--- config.mk ---
export PLATFORM = sky130hd
export DESIGN_NAME = index_mem_reader
export DESIGN_NICKNAME = d
export VERILOG_FILES = /design/src/rtl/index_mem_reader.sv
export SDC_FILE = /design/constraint.sdc
export NUM_CORES = 1
export LEC_CHECK = 0
export BUFFER_PORTS_ARGS = -buffer_cell sky130_fd_sc_hd__buf_4
export CORE_ASPECT_RATIO = 1.25
export CORE_UTILIZATION = 58
export CTS_BUF_LIST = sky130_fd_sc_hd__clkbuf_8
export CTS_CLUSTER_DIAMETER = 50
export DETAILED_ROUTE_END_ITERATION = 6
export PLACE_DENSITY = 0.87
export SLEW_MARGIN = 20
export SYNTH_ARGS = -nofsm -noshare
export SYNTH_HDL_FRONTEND = slang
export SYNTH_SLANG_ARGS = --single-unit
--- constraint.sdc ---
create_clock -name clk -period 2.9 [get_ports clk]
set_input_delay 0.145 -clock clk [delete_from_list [all_inputs] [get_ports clk]]
set_output_delay 0.145 -clock clk [all_outputs]
set_load 0.005 [all_outputs]
--- src/rtl/index_mem_reader.sv ---
// Read-side sequencer for the indexed memory pair: walks len index entries from base,
// dereferences each into the data memory and streams the words out with their position.
module index_mem_reader #(
  parameter int unsigned AW     = 4,
  parameter int unsigned DW     = 8,
  parameter int unsigned RD_LAT = 1
) (
  input  logic          clk,
  input  logic          reset,
  input  logic          start,
  input  logic [AW-1:0] base,
  input  logic [AW:0]   len,
  output logic          busy,
  output logic          done,
  output logic          oob,
  output logic [AW-1:0] idx_addr,
  input  logic [DW-1:0] idx_rdata,
  output logic [AW-1:0] dat_addr,
  input  logic [DW-1:0] dat_rdata,
  output logic [DW-1:0] dout,
  output logic [AW-1:0] dout_pos,
  output logic          dout_valid,
  input  logic          dout_ready
);

  localparam int unsigned CW      = (RD_LAT < 2) ? 1 : $clog2(RD_LAT + 1);
  localparam logic [AW:0] LEN_MAX = {1'b1, {AW{1'b0}}};
  localparam logic [AW:0] LEN_ONE = {{AW{1'b0}}, 1'b1};

  typedef enum logic [2:0] {IDLE, IDX_WAIT, DAT_WAIT, OUT, FIN} state_t;

  state_t          state_q, state_d;
  logic [AW-1:0]   base_q, base_d;
  logic [AW:0]     len_q, len_d;
  logic [AW-1:0]   k_q, k_d;
  logic [CW-1:0]   wcnt_q, wcnt_d;
  logic            busy_d, done_d, oob_d, dout_valid_d;
  logic [AW-1:0]   idx_addr_d, dat_addr_d, dout_pos_d;
  logic [DW-1:0]   dout_d;

  logic wait_done_c, hs_c, last_c, ptr_hi_c;

  assign wait_done_c = (wcnt_q == CW'(RD_LAT));
  assign hs_c        = dout_valid && dout_ready;
  assign last_c      = ({1'b0, k_q} == (len_q - LEN_ONE));
  assign ptr_hi_c    = ((idx_rdata >> AW) != '0);

  // State and datapath registers
  always_ff @(posedge clk) begin
    if (reset) begin
      state_q    <= IDLE;
      base_q     <= '0;
      len_q      <= '0;
      k_q        <= '0;
      wcnt_q     <= '0;
      busy       <= 1'b0;
      done       <= 1'b0;
      oob        <= 1'b0;
      idx_addr   <= '0;
      dat_addr   <= '0;
      dout       <= '0;
      dout_pos   <= '0;
      dout_valid <= 1'b0;
    end else begin
      state_q    <= state_d;
      base_q     <= base_d;
      len_q      <= len_d;
      k_q        <= k_d;
      wcnt_q     <= wcnt_d;
      busy       <= busy_d;
      done       <= done_d;
      oob        <= oob_d;
      idx_addr   <= idx_addr_d;
      dat_addr   <= dat_addr_d;
      dout       <= dout_d;
      dout_pos   <= dout_pos_d;
      dout_valid <= dout_valid_d;
    end
  end

  // Next-state logic
  always_comb begin
    state_d = state_q;
    case (state_q)
      IDLE:     if (start) state_d = (len == '0) ? FIN : IDX_WAIT;
      IDX_WAIT: if (wait_done_c) state_d = DAT_WAIT;
      DAT_WAIT: if (wait_done_c) state_d = OUT;
      OUT:      if (hs_c) state_d = last_c ? FIN : IDX_WAIT;
      FIN:      state_d = IDLE;
      default:  state_d = IDLE;
    endcase
  end

  // Next values for datapath and registered outputs
  always_comb begin
    base_d       = base_q;
    len_d        = len_q;
    k_d          = k_q;
    wcnt_d       = wcnt_q;
    busy_d       = busy;
    done_d       = 1'b0;
    oob_d        = oob;
    idx_addr_d   = idx_addr;
    dat_addr_d   = dat_addr;
    dout_d       = dout;
    dout_pos_d   = dout_pos;
    dout_valid_d = dout_valid;
    case (state_q)
      IDLE: begin
        if (start) begin
          base_d = base;
          len_d  = (len > LEN_MAX) ? LEN_MAX : len;
          oob_d  = 1'b0;
          busy_d = 1'b1;
          k_d    = '0;
          wcnt_d = '0;
          if (len != '0) idx_addr_d = base;
        end
      end
      IDX_WAIT: begin
        // Out-of-range pointers still proceed using their low bits
        if (wait_done_c) begin
          wcnt_d     = '0;
          dat_addr_d = idx_rdata[AW-1:0];
          oob_d      = oob | ptr_hi_c;
        end else begin
          wcnt_d = wcnt_q + CW'(1);
        end
      end
      DAT_WAIT: begin
        if (wait_done_c) begin
          wcnt_d       = '0;
          dout_d       = dat_rdata;
          dout_pos_d   = k_q;
          dout_valid_d = 1'b1;
        end else begin
          wcnt_d = wcnt_q + CW'(1);
        end
      end
      OUT: begin
        if (hs_c) begin
          dout_valid_d = 1'b0;
          if (!last_c) begin
            k_d        = k_q + AW'(1);
            idx_addr_d = base_q + k_q + AW'(1);
          end
        end
      end
      FIN: begin
        done_d = 1'b1;
        busy_d = 1'b0;
      end
      default: ;
    endcase
  end

endmodule

==> flow_summary.yaml <==
route:
  num_vias: 1788
  dr.pass1.iters: 4
  wire_per_inst_um: 13.5
  drtIter0Drc: 51
  drc: 0
  postRouteAntennaNets: 0
  via_per_inst: 5.52
  drt_wl_total_um: 4380
clock_tree:
  cts-resized-gates: 0
  htreeDepth: 2
  cts_setup_buffers: 0
  clock_path_buffers: 2
  cts-root-buf: "clkbuf_8"
  cts-buffers-inserted: 5
  cts_hold_buf: 0
  clock-sinks: 41
  clkSlewWorstSetupHoldPaths_ns: 0.07
  clock_latency_ns: 0.29
  cts_tree: "yes"
global_routing:
  use_met1_pct: 33.4
  antenna_found_initial: 0
  first_global_vias: 1618
  grt_util_met3_pct: 7.88
  grt-ovfl-total: 0
  grt_pass1_wl_um: 7130
  busiest_layer: "met2"
  grt_max_degree: 45
  use_met2_pct: 43.1
  gr-usage-all-layers_pct: 27.1
critical_path:
  arrival_ns: 2.26
  path_buf_inv: 0
  critical_path.slowest_cell: "dfxtp_1"
  crit_type: "reg2reg"
  worst_setup_path_end_kind: "flip-flop"
  crit_path_start_kind: "flip-flop"
  path_max_fanout: 15
  cpPeakStageDelay_ns: 0.63
  crit_chain: "nand2_1 -> or4_1 -> a31oi_4 -> a21oi_1 -> a31o_2"
  crit_family: "simple AND/OR/NAND/NOR gates"
  crit_required_ns: 3.09
layout:
  area_delta_synth_final_pct: 24.5
  diodes: 0
  final_util_pct: 76.1
  layout.nets: 323
  fin_cells: 324
  drive_above_1_share_pct: 24.0
  num-fill-cells: 267
synthesis:
  ys_types: 42
  synthFlopType: "dfxtp_1"
  ys_warn_count: 0
  synth_nets: 274
  synthCells: 239
  syn-cell-area_um2: 1970
  yosysSeqAreaShare_pct: 41.7
  synth_seq_cells: 41
  synth-edff-count: 0
  async_reset_ff_share_pct: 0
  syn_avg_cell_area_um2: 8.25
die:
  rows: 23
  io-pin-count: 53
  die_w_um: 54.1
  dieArea_um2: 3640
  fp.dieH_um: 67.2
  core_area_um2: 3220
  start_util_pct: 61.1
outcome:
  status: "finished clean"
placement:
  hpwl_um: 3170
  gp_routability_congestion: 0.888
  numPortBuffers: 52
  dp_cells: 318
timing:
  finalCriticalPeriod_ns: 2.07
  fin_worst_skew_ns: 0.00356
  timing.fmax_ghz: 0.484
  final-max-slew-violation-count: 0
  worst_pin_slew_ns: 0.881
  hold_viol_final: 0
  period_share_pct: 71.2
  slew_headroom_pct: 41.1
  tns_ns: 0
  setup_violations: 0
  rsz0062_at_grt: "no"
pwr:
  ir_worst_vdd_uv: 555
  power_leakage_uw: 0.000993
  powerDensity_nw_per_um2: 602
job:
  maxCapViolations: 0
worst_hold_path:
  hold_class: "in2reg"
## placed cells by master (no fill, tap or decap), types with 2 or more instances in the layout
cell and count:
xnor2_1 8, nor3b_1 2, o21ai_0 5, nand3_1 5, nor3_1 7, or4_1 3
a211oi_1 3, dfxtp_1 41, buf_4 54, nor3_2 2, nor2_1 19, inv_1 5
ha_1 5, a21oi_1 32, nand2b_1 3, a31o_2 2, or3_1 2, a31oi_1 2
nand3b_1 4, nand2_1 51, mux2i_1 5, clkbuf_8 5
## final cells by class
| cell class | count | area [µm²] | area share [%] |
|---|---|---|---|
| Clock buffer | 5 | 68.8 | 2.80 |
| Clock inverter | 1 | 5.00 | 0.204 |
| Inverter | 5 | 18.8 | 0.765 |
| Multi-Input combinational cell | 181 | 1090 | 44.4 |
| Sequential cell | 41 | 821 | 33.5 |
| Tap cell | 37 | 46.3 | 1.89 |
| Timing Repair Buffer | 54 | 405 | 16.5 |
## through the flow
step / power [µW] / hold slack [ns] / worst slack, ns / area [µm²]
finish: 1480 / 0.0870 / 0.834 / 2450
global route: 1570 / 0.0958 / 0.695 / 2450
CTS: 1480 / 0.0875 / 0.837 / 2450
detailed placement: 1150 / 0.390 / 0.848 / 2380
global placement: 1140 / 0.385 / 0.907 / 2380
floorplan: 1010 / 0.281 / 1.05 / 1970
## cell usage after synthesis, types with 2 or more instances
master	instances	area (µm²)
nand3_1	5	25.0
nor2_1	19	71.3
buf_2	3	15.0
o21ai_0	5	25.0
nand3b_1	4	30.0
clkbuf_1	9	33.8
dfxtp_1	41	821
a21oi_1	32	160
inv_1	5	18.8
a211oi_1	3	22.5
or4_1	3	22.5
a31o_2	2	17.5
nand2_1	51	191
nor3_1	7	35.0
a31oi_1	2	12.5
or3_1	2	12.5
nand2b_1	3	18.8
xnor2_1	8	70.1
ha_1	5	62.6
nor3b_1	2	15.0
mux2i_1	5	50.1
nor3_2	2	20.0
nor4b_1	2	17.5
## routing by layer
layer	routed length (µm)	vias up
li1	-	925
met1	1920	809
met2	2150	45
met3	224	9
met4	90	0
met5	0	-
## cell families (layout without fill, tap and decap cells)
logic type	count (synthesis)	in the layout	synth area share [%]
muxes	5	5	2.54
DFF	41	41	41.7
xor gates and xnor gates	10	10	5.21
and+or+nand+nor	107	107	26.2
adders and majority gates	6	6	4.19
buffers and inverters	17	65	3.43
AOI/OAI and AO/OA	53	53	16.8
## state kept, by name, indices dropped and copies added (netlist names)
| name | flops |
|---|---|
| idx_addr | 4 |
| busy | 1 |
| state_q | 3 |
| dat_addr | 4 |
| len_q | 5 |
| dout_pos | 4 |
| done | 1 |
| dout | 8 |
| dout_valid | 1 |
| wait_done_c | 1 |
| base_q | 4 |
| k_q | 4 |
| oob | 1 |
## worst reg2reg max path: stages, from the launching register on
cell and delay (ns):
dfxtp_1 0.63, nand2_1 0.22, or4_1 0.56, a31oi_4 0.24, a21oi_1 0.10, a31o_2 0.21
## final timing paths
check        cells past startpoint         start  slack [ns]           to
min reg2reg                      2       dout[2]        0.45      dout[2]
max                              5    state_q[1]        0.83       k_q[2]
max reg2reg                      5    state_q[1]        0.83       k_q[2]
min                              3  idx_rdata[3]        0.09  dat_addr[3]
## power breakdown
part / total (µW) / internal [µW] / leakage, µW / switching (µW)
Sequential: 701 / 625 / 0.000333 / 76.7
Combinational: 438 / 214 / 0.000620 / 224
Clock: 337 / 158 / 0.0000399 / 179
Note: power is estimated with default switching activity, not from simulation.
